File: src/rtl/ntp_time_regs_pkg.sv
// Shared constants for the ntp_time_regs AXI4-Lite register block.
// Optional feature macro: NTP_TIME_REGS_UPD_CNT_EN (adds the UPD_CNT register).
package ntp_time_regs_pkg;

   localparam logic [2:0] ADDR_VERSION = 3'd0;
   localparam logic [2:0] ADDR_STATUS  = 3'd1;
   localparam logic [2:0] ADDR_TIME_HI = 3'd2;
   localparam logic [2:0] ADDR_TIME_LO = 3'd3;
   localparam logic [2:0] ADDR_UPD_CNT = 3'd4;

   localparam int STAT_SYNC_OK    = 0;
   localparam int STAT_PLL_LOCKED = 1;
   localparam int STAT_SYNC_LOST  = 2;
   localparam int STAT_PLL_LOST   = 3;

   localparam logic [1:0] RESP_OKAY   = 2'b00;
   localparam logic [1:0] RESP_SLVERR = 2'b10;

   // Words above the last implemented register answer with SLVERR.
   function automatic logic is_mapped(input logic [2:0] word);
`ifdef NTP_TIME_REGS_UPD_CNT_EN
      return word <= ADDR_UPD_CNT;
`else
      return word <= ADDR_TIME_LO;
`endif
   endfunction

endpackage

File: src/rtl/ntp_time_regs_if.sv
// AXI4-Lite bus (32-bit data, 5-bit address) between the PCIe-AXI bridge and ntp_time_regs.
interface ntp_time_regs_if;

   logic [4:0]  awaddr;
   logic [2:0]  awprot;
   logic        awvalid;
   logic        awready;
   logic [31:0] wdata;
   logic [3:0]  wstrb;
   logic        wvalid;
   logic        wready;
   logic [1:0]  bresp;
   logic        bvalid;
   logic        bready;
   logic [4:0]  araddr;
   logic [2:0]  arprot;
   logic        arvalid;
   logic        arready;
   logic [31:0] rdata;
   logic [1:0]  rresp;
   logic        rvalid;
   logic        rready;

   modport slave (
      input  awaddr, awprot, awvalid, wdata, wstrb, wvalid, bready,
      input  araddr, arprot, arvalid, rready,
      output awready, wready, bresp, bvalid, arready, rdata, rresp, rvalid
   );

   modport master (
      output awaddr, awprot, awvalid, wdata, wstrb, wvalid, bready,
      output araddr, arprot, arvalid, rready,
      input  awready, wready, bresp, bvalid, arready, rdata, rresp, rvalid
   );

endinterface

File: src/rtl/ntp_time_regs_sync2.sv
// Two-flop synchronizer with synchronous active-low reset for asynchronous status inputs.
module ntp_sync2 (
   input  logic clk,
   input  logic rst_n,
   input  logic d,
   output logic q
);

   logic meta;

   // NOTE: non-blocking assignments so q takes the old meta, giving two real flop stages.
   always_ff @(posedge clk) begin
      if (!rst_n) begin
         meta <= 1'b0;
         q    <= 1'b0;
      end else begin
         meta <= d;
         q    <= meta;
      end
   end

endmodule

File: src/rtl/ntp_time_regs.sv
// AXI4-Lite register slave giving software coherent NTP time snapshots and lock status.
// Define NTP_TIME_REGS_UPD_CNT_EN to add the UPD_CNT time-update counter at 0x10.
module ntp_time_regs
   import ntp_time_regs_pkg::*;
#(
   parameter logic [31:0] VERSION = 32'h0001_0000
) (
   input  logic          axi_aclk,
   input  logic          axi_aresetn,
   ntp_time_regs_if.slave axi,
   input  logic [63:0]   ntp_time,
   input  logic          ntp_time_upd,
   input  logic          sync_ok,
   input  logic          pll_locked
);

   logic        sync_ok_s, pll_locked_s;
   logic        sync_ok_q, pll_locked_q;
   logic        sync_lost, pll_lost;
   logic [63:0] time_cap;
   logic [31:0] lo_shadow;

   logic        wr_go, bvalid, rd_go, rvalid;
   logic [1:0]  bresp, rresp;
   logic [31:0] rdata;

   logic        wr_fire, wr_en, rd_fire, status_wr;
   logic [2:0]  wr_word, rd_word;
   logic [31:0] status, rd_val;

   ntp_sync2 u_sync_ok (
      .clk   (axi_aclk),
      .rst_n (axi_aresetn),
      .d     (sync_ok),
      .q     (sync_ok_s)
   );

   ntp_sync2 u_sync_pll (
      .clk   (axi_aclk),
      .rst_n (axi_aresetn),
      .d     (pll_locked),
      .q     (pll_locked_s)
   );

   // Ready lines are registered one-cycle pulses; the handshake completes while they are high.
   assign wr_word   = axi.awaddr[4:2];
   assign rd_word   = axi.araddr[4:2];
   assign wr_fire   = wr_go & axi.awvalid & axi.wvalid;
   assign rd_fire   = rd_go & axi.arvalid;
   assign wr_en     = wr_fire & axi.wstrb[0];
   assign status_wr = wr_en && (wr_word == ADDR_STATUS);

   assign axi.awready = wr_go;
   assign axi.wready  = wr_go;
   assign axi.bvalid  = bvalid;
   assign axi.bresp   = bresp;
   assign axi.arready = rd_go;
   assign axi.rvalid  = rvalid;
   assign axi.rdata   = rdata;
   assign axi.rresp   = rresp;

   always_ff @(posedge axi_aclk) begin
      if (!axi_aresetn) begin
         wr_go  <= 1'b0;
         bvalid <= 1'b0;
         bresp  <= RESP_OKAY;
         rd_go  <= 1'b0;
         rvalid <= 1'b0;
         rresp  <= RESP_OKAY;
         rdata  <= '0;
      end else begin
         wr_go <= axi.awvalid & axi.wvalid & ~wr_go & ~bvalid;
         if (wr_fire) begin
            bvalid <= 1'b1;
            bresp  <= is_mapped(wr_word) ? RESP_OKAY : RESP_SLVERR;
         end else if (axi.bready) begin
            bvalid <= 1'b0;
         end

         rd_go <= axi.arvalid & ~rd_go & ~rvalid;
         if (rd_fire) begin
            rvalid <= 1'b1;
            rdata  <= rd_val;
            rresp  <= is_mapped(rd_word) ? RESP_OKAY : RESP_SLVERR;
         end else if (axi.rready) begin
            rvalid <= 1'b0;
         end
      end
   end

   // Sticky loss flags: a falling edge in the same cycle as a W1C keeps the flag set.
   always_ff @(posedge axi_aclk) begin
      if (!axi_aresetn) begin
         sync_ok_q    <= 1'b0;
         pll_locked_q <= 1'b0;
         sync_lost    <= 1'b0;
         pll_lost     <= 1'b0;
         time_cap     <= '0;
         lo_shadow    <= '0;
      end else begin
         sync_ok_q    <= sync_ok_s;
         pll_locked_q <= pll_locked_s;
         sync_lost    <= (sync_lost & ~(status_wr & axi.wdata[STAT_SYNC_LOST]))
                         | (sync_ok_q & ~sync_ok_s);
         pll_lost     <= (pll_lost & ~(status_wr & axi.wdata[STAT_PLL_LOST]))
                         | (pll_locked_q & ~pll_locked_s);
         if (ntp_time_upd)
            time_cap <= ntp_time;
         if (rd_fire && (rd_word == ADDR_TIME_HI))
            lo_shadow <= time_cap[31:0];
      end
   end

`ifdef NTP_TIME_REGS_UPD_CNT_EN
   logic [31:0] upd_cnt;
   logic        cnt_clr;

   assign cnt_clr = wr_en && (wr_word == ADDR_UPD_CNT);

   always_ff @(posedge axi_aclk) begin
      if (!axi_aresetn)
         upd_cnt <= '0;
      else if (cnt_clr)
         upd_cnt <= {31'd0, ntp_time_upd};
      else if (ntp_time_upd)
         upd_cnt <= upd_cnt + 32'd1;
   end
`endif

   // NOTE: every always_comb output gets a default first so no path leaves it unassigned (no latch).
   always_comb begin
      status                  = '0;
      status[STAT_SYNC_OK]    = sync_ok_s;
      status[STAT_PLL_LOCKED] = pll_locked_s;
      status[STAT_SYNC_LOST]  = sync_lost;
      status[STAT_PLL_LOST]   = pll_lost;
   end

   always_comb begin
      rd_val = '0;
      case (rd_word)
         ADDR_VERSION: rd_val = VERSION;
         ADDR_STATUS:  rd_val = status;
         ADDR_TIME_HI: rd_val = time_cap[63:32];
         ADDR_TIME_LO: rd_val = lo_shadow;
`ifdef NTP_TIME_REGS_UPD_CNT_EN
         ADDR_UPD_CNT: rd_val = upd_cnt;
`endif
         default:      rd_val = '0;
      endcase
   end

   logic unused_ok;
   assign unused_ok = ^{axi.awprot, axi.arprot, axi.awaddr[1:0], axi.araddr[1:0],
                        axi.wstrb[3:1], axi.wdata[31:4], axi.wdata[1:0]};

endmodule

File: src/flat_wrapper.sv
// flat-port wrapper written by rule: the top's interface ports become plain ports
module ntp_time_regs_flat import ntp_time_regs_pkg::*;
#(
   parameter logic [31:0] VERSION = 32'h0001_0000
)
  (axi_aclk, axi_aresetn, ntp_time, ntp_time_upd, sync_ok, pll_locked, axi_awaddr, axi_awprot, axi_awvalid, axi_wdata, axi_wstrb, axi_wvalid, axi_bready, axi_araddr, axi_arprot, axi_arvalid, axi_rready, axi_awready, axi_wready, axi_bresp, axi_bvalid, axi_arready, axi_rdata, axi_rresp, axi_rvalid);
  ntp_time_regs_if axi_i ();
  input  logic axi_aclk;
  input  logic axi_aresetn;
  input  logic [63:0] ntp_time;
  input  logic ntp_time_upd;
  input  logic sync_ok;
  input  logic pll_locked;
  input wire logic [$bits(axi_i.awaddr)-1:0] axi_awaddr;
  input wire logic [$bits(axi_i.awprot)-1:0] axi_awprot;
  input wire logic [$bits(axi_i.awvalid)-1:0] axi_awvalid;
  input wire logic [$bits(axi_i.wdata)-1:0] axi_wdata;
  input wire logic [$bits(axi_i.wstrb)-1:0] axi_wstrb;
  input wire logic [$bits(axi_i.wvalid)-1:0] axi_wvalid;
  input wire logic [$bits(axi_i.bready)-1:0] axi_bready;
  input wire logic [$bits(axi_i.araddr)-1:0] axi_araddr;
  input wire logic [$bits(axi_i.arprot)-1:0] axi_arprot;
  input wire logic [$bits(axi_i.arvalid)-1:0] axi_arvalid;
  input wire logic [$bits(axi_i.rready)-1:0] axi_rready;
  output wire logic [$bits(axi_i.awready)-1:0] axi_awready;
  output wire logic [$bits(axi_i.wready)-1:0] axi_wready;
  output wire logic [$bits(axi_i.bresp)-1:0] axi_bresp;
  output wire logic [$bits(axi_i.bvalid)-1:0] axi_bvalid;
  output wire logic [$bits(axi_i.arready)-1:0] axi_arready;
  output wire logic [$bits(axi_i.rdata)-1:0] axi_rdata;
  output wire logic [$bits(axi_i.rresp)-1:0] axi_rresp;
  output wire logic [$bits(axi_i.rvalid)-1:0] axi_rvalid;
  assign axi_i.awaddr = axi_awaddr;
  assign axi_i.awprot = axi_awprot;
  assign axi_i.awvalid = axi_awvalid;
  assign axi_i.wdata = axi_wdata;
  assign axi_i.wstrb = axi_wstrb;
  assign axi_i.wvalid = axi_wvalid;
  assign axi_i.bready = axi_bready;
  assign axi_i.araddr = axi_araddr;
  assign axi_i.arprot = axi_arprot;
  assign axi_i.arvalid = axi_arvalid;
  assign axi_i.rready = axi_rready;
  assign axi_awready = axi_i.awready;
  assign axi_wready = axi_i.wready;
  assign axi_bresp = axi_i.bresp;
  assign axi_bvalid = axi_i.bvalid;
  assign axi_arready = axi_i.arready;
  assign axi_rdata = axi_i.rdata;
  assign axi_rresp = axi_i.rresp;
  assign axi_rvalid = axi_i.rvalid;
  ntp_time_regs #(.VERSION(VERSION)) u_core (.axi_aclk(axi_aclk), .axi_aresetn(axi_aresetn), .axi(axi_i), .ntp_time(ntp_time), .ntp_time_upd(ntp_time_upd), .sync_ok(sync_ok), .pll_locked(pll_locked));
endmodule
File: config.mk
export PLATFORM = sky130hd
export DESIGN_NAME = ntp_time_regs_flat
export DESIGN_NICKNAME = d
export VERILOG_FILES = /design/src/rtl/ntp_time_regs_pkg.sv /design/src/rtl/ntp_time_regs_if.sv /design/src/rtl/ntp_time_regs_sync2.sv /design/src/rtl/ntp_time_regs.sv /design/src/flat_wrapper.sv
export SDC_FILE = /design/constraint.sdc
export NUM_CORES = 1
export LEC_CHECK = 0
export ABC_CLOCK_PERIOD_IN_PS = 3100
export BUFFER_PORTS_ARGS = -buffer_cell sky130_fd_sc_hd__buf_2
export CAP_MARGIN = 40
export CELL_PAD_IN_SITES_DETAIL_PLACEMENT = 0
export CELL_PAD_IN_SITES_GLOBAL_PLACEMENT = 1
export CORE_MARGIN = 4
export CORE_UTILIZATION = 42
export DETAILED_ROUTE_END_ITERATION = 7
export PLACE_DENSITY = 0.85
export SLEW_MARGIN = 20
export SYNTH_ARGS = -nofsm -noshare
export SYNTH_HDL_FRONTEND = slang
export SYNTH_SLANG_ARGS = --single-unit
File: constraint.sdc
create_clock -name axi_aclk -period 3.1 [get_ports axi_aclk]
set_input_delay 0.31 -clock axi_aclk [delete_from_list [all_inputs] [get_ports axi_aclk]]
set_output_delay 0.31 -clock axi_aclk [all_outputs]
set_load 0.005 [all_outputs]
## After elaboration in Yosys (flattened, before gate mapping)

Cells that the tools add are included.

- Flip-flop bits (word level): 144
- Output and inout port bits: 41
- Word-level logic and storage cells: 60

- Magnitude comparators: 2
- Eq/ne operators: 4
- Multiplexer cells: 7
- Bitwise gates (word level): 25
- Reduce and logical (&&, ||, !) cells: 5

Operator list:

| cell | count |
|---|---|
| 32-bit case mux with 4 select lines | 1 |
| 1-bit bitwise AND | 15 |
| 1-bit inverter | 8 |
| 3-bit by 1-bit equality test with 1-bit output (second input constant) | 2 |
| 3-bit by 2-bit equality test with 1-bit output (second input constant) | 2 |
| 3-bit by 2-bit <= comparator with 1-bit output (second input constant) | 2 |
| 1-bit two-way mux | 4 |
| 2-bit two-way mux | 2 |
| 2-bit nonzero test | 2 |
| 3-bit logical NOT | 1 |
| 1-bit logical AND | 2 |
| 1-bit OR | 2 |

## Depth between registers and ports, before layout

Gate-level depths: netlist (run 1).

- Word-level depth: 8
- Gate-level depth with buffers: 7
- Depth with buffers taken out: 4

## Hierarchy

A second synthesis (run 1) with hierarchy kept.

- Cells, all modules: 573
- Area total of the unflattened synthesis: 5652.9 µm²

Modules (own cells, without submodules):

| module | times used | cells each | area each (µm²) | sequential area each (µm²) |
|---|---|---|---|---|
| ntp_time_regs | 1 | 565 | 5547.8 | 2762.6 |
| ntp_sync2 | 2 | 4 | 52.6 | 40.0 |

## Worst setup path after synthesis (run 1)

OpenSTA, ideal clock, no wires.

- Path type: in2reg
- Start point: input axi_araddr[2]
- End point: register u_core.rdata[21], in the netlist u_core.axi.rdata[21]
- Setup time: 115 ps
- Arrival time: 1267 ps
- Required time: 2985 ps
- Path slack: 1718 ps
- Stages on the path: 6
- Buffers on the path: 3
- Cell sequence: buf_2 > buf_4 > buf_4 > mux2i_1 > o21ai_0 > and2_1

- Word-level cells in the longest chain between the ends: 2
- Elaborated cells between the ends (all ways): 5
- Classes of those cells: eq/ne: 3; mux: 1; reduce/logical: 1

RTL lines:

| element | RTL line | source |
|---|---|---|
| start, declared | flat_wrapper.sv:21 | `input wire logic [$bits(axi_i.araddr)-1:0] axi_araddr;` |
| 3-bit by 2-bit equality test with 1-bit output, or another cell as far along | ntp_time_regs.sv:141 | `case (rd_word)` |
| 32-bit case mux with 4 select lines * | ntp_time_regs.sv:141 |  |
| end signal, assigned | ntp_time_regs.sv:83 | `rdata <= rd_val;` |
| end, declared | ntp_time_regs.sv:25 | `logic [31:0] rdata;` |

Mark *: on every way between the ends. The rest lies on a longest branch, timed or not.
A chain may end at the register's enable or synchronous reset.

## Worst setup path in the final report (run 1)

- Start point: register u_core.rd_go, in the netlist u_core.axi.arready
- End point: register u_core.rdata[2], in the netlist u_core.axi.rdata[2]

- Word-level cells in the longest chain between the ends: 1

RTL lines:

| element | RTL line | source |
|---|---|---|
| start, declared | ntp_time_regs.sv:23 | `logic wr_go, bvalid, rd_go, rvalid;` |
| start signal, assigned | ntp_time_regs.sv:80 | `rd_go <= axi.arvalid & ~rd_go & ~rvalid;` |
| 1-bit bitwise AND | ntp_time_regs.sv:49 | `assign rd_fire = rd_go & axi.arvalid;` |

No other way between the ends.

==> reports/metrics.csv, run 1 <==
metric;value;unit
wire per inst;14.47;um
Max clock buf depth;2;
die area;15360;um2
first-pass GRT wire length;20050;um
Warnings, synthesis;0;
CTS clock-pin slew for the worst setup and hold paths;0.06;ns
CTS Hold Bufs;0;
final wirelength;12530;um
Data required, critical path;3.45;ns
count of final max-slew check failures;0;
minimum clock period;1.902;ns
clk_lat worst skew;0.41;ns
layout cells sized above 1;24.35;%
Synth top cells by count;dfxtp_1, nand2_1, mux2i_1;
post-synthesis sequential area ratio;50.35;%
most frequent cell after synthesis;dfxtp_1;
number of port buffers;121;
post-cts resize count;0;
ys flop type;dfxtp_1;
Min-Delay Startpoint;sync_ok;
RSZ-0062 raised after global routing;false;
share of the clock period used by the worst path;61.35;%
CTS root buffer;clkbuf_16;
vias in the first global route;4095;
CP startpoint;u_core.axi.arready$_SDFF_PN0_;
post-route ant nets;0;
VDD IR max;0.3083;mV
CP Class;reg2reg;
CTS Sinks;142;
type of the worst min-delay path;in2reg;
largest registers;u_core.time_cap x64, u_core.axi.rdata x32, u_core.lo_shadow x32;
num ports;167;
startpoint types;register;
Slew headroom;51.12;%
drt pass-1 iters;4;
Slew @ Worst Pin;0.7317;ns
Cells after Synth;569;
Yosys reg bits;142;
Largest register FFs;64;
Cell variety after synth;27;
Design Area, Final;6985;um2
CTS H-tree depth;4;
Biggest register;u_core.time_cap;
Initial Util;42.80;%
ant diodes;0;
CP Max Fanout;17;
data arrival time of the worst path;2.26;ns
grt total ovfl;0;
First DRT Iteration DRCs;216;
Power Dens Cells;619.8;nW/um2
largest cells by area after synthesis;dfxtp_1, mux2i_1, nor2b_1;
total CTS buffers;17;
leakage power total;3.057;nW
Site Rows;42;
outcome;completed;
final net count;803;
syn avg cell area;9.922;um2
largest area contributor in the synthesized netlist;dfxtp_1;
clock skew;0.004635;ns
drt via density;4.770;
via count;4131;
Total GRT Usage;16.91;%
EDFF count, synth;0;
Max Freq;0.5258;GHz
Final setup viols;0;
routability cong.;0.7537;
DRC viols;0;
TritonCTS clock tree;done;
Core ar.;13190;um2
ys async rst share;0;%
CP Capture Type;register;
Final Hold Fails;0;
Synth Cell Area;5645;um2
Die Ht;123.9;um
Synth top area share;50.35;%
R2R Path Start;u_core.axi.arready$_SDFF_PN0_;
Max Cap Viol;0;
area delta synth->final;23.74;%
DIE WIDTH;123.9;um
Setup Buffers After CTS;0;
largest net degree at the start of global routing;62;
fill count;1213;
Area after DPL;6326;um2
initial antenna violation count;0;
setup TNS;0;ns
post-DP HPWL;8443;um
-- per-layer routing --
metal / GRT usage, % / share of wire [%] / wire, um
met5: 0 / 0 / 0
met4: 7.461 / 2.2 / 272
met3: 4.405 / 4.4 / 554
met2: 27.64 / 48 / 6075
met1: 21.02 / 45 / 5630
-- power breakdown --
group          internal [mW]  switching, mW
Clock                   1.40          0.749
Sequential              1.88         0.0308
Combinational          0.137          0.127
-- area by class of cell --
class                           instances  area [um2]  share of cell area, %
Sequential cell                       142        2843                  40.70
Tap cell                              176       220.2                  3.152
Clock buffer                           20       466.7                  6.681
Multi-Input combinational cell        385        2585                  37.01
Clock inverter                         12       165.2                  2.364
Timing Repair Buffer                  131       705.7                  10.10
-- cell usage in the layout (no fill, tap or decap) --
cell type / instances
buf_16: 1
mux2i_1: 92
a22o_1: 4
nand2_1: 93
nor3b_1: 1
o21a_1: 2
and2_1: 33
buf_4: 11
bufinv_16: 4
conb_1: 2
nand3_1: 3
mux2_2: 4
or2_1: 1
clkinv_2: 6
nand4bb_1: 1
clkbuf_8: 3
nand4b_1: 2
nor2_1: 3
a22oi_1: 1
buf_2: 119
nor2_4: 1
nor2b_1: 70
a21boi_0: 7
nor4bb_1: 1
nand2b_1: 2
dfxtp_1: 142
clkbuf_16: 17
o21ai_0: 28
a32o_1: 4
a21boi_1: 30
clkinvlp_4: 2
-- worst max-delay path, stage by stage, from the launching register on --
cell	delay [ns]
dfxtp_1	0.43
nand2_1	0.43
nor3b_1	0.76
a32o_1	0.21
-- worst paths after layout --
| path | end | slack (ns) | cells past startpoint |
|---|---|---|---|
| worst max register to register | u_core.axi.rdata[2]$_SDFFE_PN0P_ | 1.20 | 3 |
| worst min-delay path | u_core.u_sync_ok.meta$_SDFF_PN0_ | 0.10 | 2 |
| worst max-delay path | u_core.axi.rdata[2]$_SDFFE_PN0P_ | 1.20 | 3 |
| worst min register to register | u_core.u_sync_ok.q$_SDFF_PN0_ | 0.44 | 1 |
-- kinds of logic (layout without fill, tap and decap cells) --
logic type	Yosys count	after routing	synth area share, %
AND/OR/NAND/NOR	211	211	19.33
other	1	2	0.06643
flip-flops	142	142	50.35
AO/OA/AOI/OAI	76	76	9.131
buffers and inverters	43	163	4.012
multiplexers	96	96	17.11
-- stage by stage --
stage	util (%)	hold slack (ns)	power, mW	setup slack, ns	cells
3_3_place_gp	47.96	0.4171	2.211	1.074	833
3_5_place_dp	47.96	0.4276	2.221	1.066	833
4_1_cts	52.75	0.08755	4.381	1.196	865
6_report	52.96	0.1040	4.329	1.198	866
2_1_floorplan	-	0.4119	2.122	1.718	570
5_1_grt	52.96	0.1042	4.487	1.053	866
Note: power is estimated with default switching activity, not from simulation.
==> run 2: changes to the inputs <==
--- a/config.mk
+++ b/config.mk
@@ -5,15 +5,16 @@
 export SDC_FILE = /design/constraint.sdc
 export NUM_CORES = 1
 export LEC_CHECK = 0
-export ABC_CLOCK_PERIOD_IN_PS = 3100
+export ABC_AREA = 1
+export ABC_CLOCK_PERIOD_IN_PS = 1800
 export BUFFER_PORTS_ARGS = -buffer_cell sky130_fd_sc_hd__buf_2
 export CAP_MARGIN = 40
 export CELL_PAD_IN_SITES_DETAIL_PLACEMENT = 0
 export CELL_PAD_IN_SITES_GLOBAL_PLACEMENT = 1
 export CORE_MARGIN = 4
-export CORE_UTILIZATION = 42
+export CORE_UTILIZATION = 36
 export DETAILED_ROUTE_END_ITERATION = 7
-export PLACE_DENSITY = 0.85
+export PLACE_DENSITY = 0.79
 export SLEW_MARGIN = 20
 export SYNTH_ARGS = -nofsm -noshare
 export SYNTH_HDL_FRONTEND = slang
==> constraint.sdc (replaced) <==
create_clock -name axi_aclk -period 1.8 [get_ports axi_aclk]
set_input_delay 0.18 -clock axi_aclk [delete_from_list [all_inputs] [get_ports axi_aclk]]
set_output_delay 0.18 -clock axi_aclk [all_outputs]
set_load 0.005 [all_outputs]
==> reports/metrics.csv, run 2 <==
metric;value;unit;change
outcome;completed;;
Synth top area share;50.87;%;+0.52 points
most frequent cell after synthesis;nor2_1;;
largest net degree at the start of global routing;105;;+69%
CP Capture Type;register;;
Synth Area in XOR/XNOR;0;%;unchanged
Power Dens Cells;953.1;nW/um2;+54%
type of the worst min-delay path;in2reg;;
initial antenna violation count;0;;unchanged
data arrival time of the worst path;1.71;ns;-0.55 ns
largest area contributor in the synthesized netlist;dfxtp_1;;
Final Hold Fails;0;;unchanged
ant diodes;0;;unchanged
clk_lat worst skew;0.41;ns;about the same
CP Class;in2reg;;
Hold EP;u_core.time_cap[40]$_SDFFE_PN0P_;;
final worst slack;0.4420;ns;-0.7563 ns
share of the clock period used by the worst path;75.45;%;
DRC viols;0;;unchanged
die area;17580;um2;+14%
Post-Synth Adder-Cell Area;0;%;unchanged
Slew headroom;64.17;%;+13 points
leakage power total;3.371;nW;+10%
Design Area, Final;7376;um2;+5.6%
number of port buffers;121;;unchanged
RSZ-0062 raised after global routing;false;;
Biggest register;u_core.time_cap;;
Setup Buffers After CTS;0;;unchanged
most common cell after layout, fill and taps aside;nor2_1;;
Initial Util;36.76;%;-6.0 points
Compound-Gate Fraction of Synth Area;13.52;%;+4.4 points
Non-Filler Instances;1095;;+26%
via count;5125;;+24%
placed insts;1013;;+22%
Final setup viols;0;;unchanged
commonest cells after routing, fill and taps aside;nor2_1, dfxtp_1, nand2_1;;
post-cts resize count;0;;unchanged
TritonCTS clock tree;done;;
largest cells by area after synthesis;dfxtp_1, nor2_1, nand2_1;;
VDD IR max;0.6468;mV;+110%
count of final max-slew check failures;0;;unchanged
minimum clock period;1.358;ns;
final wirelength;15140;um;+21%
Largest register FFs;64;;unchanged
area delta synth->final;32.00;%;
R2R Setup Slk;0.54;ns;-0.66 ns
ys flop type;dfxtp_1;;
syn avg cell area;7.531;um2;-24%
Synth Cell Area;5588;um2;-1.0%
Cell variety after synth;23;;-15%
layout cells sized above 1;21.83;%;-2.5 points
Cells after Synth;742;;+30%
reg2reg path depth;5;;+2
Min-Delay Startpoint;ntp_time[40];;
DP Worst Slack;0.3934;ns;-0.6721 ns
EDFF count, synth;0;;unchanged
CTS clock-pin slew for the worst setup and hold paths;0.05;ns;about the same
Data required, critical path;2.15;ns;-1.30 ns
CP startpoint;axi_arvalid;;
Slew @ Worst Pin;0.5367;ns;-0.1950 ns
Area after DPL;6291;um2;-0.55%
CP Max Fanout;32;;+15
wire per inst;13.82;um;-4.5%
R2R Path Start;u_core.axi.arready$_SDFF_PN0_;;
Warnings, synthesis;0;;unchanged
post-synthesis mux area share;0;%;-17 points
num ports;167;;unchanged
post-route ant nets;0;;unchanged
CTS Hold Bufs;57;;+57
final net count;1027;;+28%
Site Rows;45;;+7.1%
DIE WIDTH;132.6;um;+7.0%
CTS Sinks;142;;unchanged
routability cong.;0.7808;;+3.6%
startpoint types;input pin;;
Synth top cells by count;nor2_1, dfxtp_1, nand2_1;;
Die Ht;132.6;um;+7.0%
first-pass GRT wire length;25080;um;+25%
largest registers;u_core.time_cap x64, u_core.axi.rdata x32, u_core.lo_shadow x32;;
largest family of logic cells by synthesized area;simple AND/OR/NAND/NOR gates;;
simple-gate area share of the yosys netlist;28.33;%;+9.0 points
post-synthesis sequential area ratio;50.87;%;+0.52 points
worst reg2reg endpoint;u_core.lo_shadow[29]$_SDFFE_PN0P_;;
CTS root buffer;clkbuf_16;;
clock skew;0.004231;ns;-0.0004033 ns
Max clock buf depth;2;;unchanged
CTS H-tree depth;4;;unchanged
drt pass-1 iters;4;;unchanged
Yosys reg bits;142;;unchanged
total CTS buffers;17;;unchanged
Total GRT Usage;17.51;%;+0.60 points
Core ar.;15200;um2;+15%
post-DP HPWL;9764;um;+16%
First DRT Iteration DRCs;390;;+81%
drt via density;4.680;;-1.9%
grt total ovfl;0;;unchanged
Hold Path Stages;3;;+1
Max Freq;0.7364;GHz;
ys async rst share;0;%;unchanged
setup TNS;0;ns;unchanged
Max Cap Viol;0;;unchanged
vias in the first global route;4931;;+20%
-- run 2: cell count changes in the layout (fill, tap and decap cells not counted), sizes merged, moves of 9 or more --
cell	before	now
nor2	4	196
mux2i	92	0
nor2b	70	0
o21ai	28	98
dlygate4sd3	0	57
nand2	93	139
nand4	0	40
a21oi	0	38
a21boi	37	0
and2	33	0
inv	0	21
buf	131	140
-- run 2: logic make-up after synthesis --
logic type / Yosys count
and+or+nand+nor: 384
other: 1
DFF: 142
buffers and inverters: 79
AOI/OAI and AO/OA: 136
-- run 2: layout make-up --
cell class                 count  area [um2]
clock buffer                  22       474.2
clock inverter                 3       40.04
fill                        1562        7826
inverter                      21       81.33
multi-input combinational    522        2346
sequential                   142        2843
tap                          188       235.2
timing repair buffer         197        1356
-- run 2: worst max-delay path by stage --
stage | endpoint | slack, ns | depth (start not counted)
2_1_floorplan | u_core.lo_shadow[10]$_SDFFE_PN0P_ | 0.62 | 6
3_3_place_gp | u_core.lo_shadow[24]$_SDFFE_PN0P_ | 0.42 | 7
3_5_place_dp | u_core.lo_shadow[10]$_SDFFE_PN0P_ | 0.39 | 7
4_1_cts | u_core.lo_shadow[29]$_SDFFE_PN0P_ | 0.44 | 7
5_1_grt | u_core.lo_shadow[11]$_SDFFE_PN0P_ | 0.29 | 7
6_report | u_core.lo_shadow[29]$_SDFFE_PN0P_ | 0.44 | 7
-- run 2: routing by layer --
metal	track usage [%]	wire length (um)	share of wire, %	vias to the layer above
met5	0	0	0	-
met4	6.005	212	1.4	0
met3	4.525	703	4.6	18
met2	24.48	6328	42	116
met1	25.99	7892	52	2273
li1	-	-	-	2718
-- run 2: where the power goes --
group          internal [mW]  switching, mW  total, mW
sequential              3.27         0.0616       3.33
combinational          0.262          0.315      0.578
clock                   1.95           1.18       3.12
-- run 2: worst max-delay path, stage by stage --
cell	delay [ns]
dlygate4sd3_1	0.54
buf_2	0.13
nand2_1	0.16
nor2_4	0.08
inv_2	0.41
nor2_1	0.10
nor2_1	0.12
-- run 2: stage by stage --
| step | power [mW] | hold WS (ns) | util, % |
|---|---|---|---|
| after floorplan | 3.680 | 0.2874 | - |
| after global placement | 3.874 | 0.3789 | 41.38 |
| after detailed placement | 3.877 | 0.3787 | 41.38 |
| after CTS | 7.109 | 0.0002225 | 48.52 |
| after global routing | 7.330 | 0.004667 | 48.52 |
| final | 7.030 | 0.01165 | 48.52 |
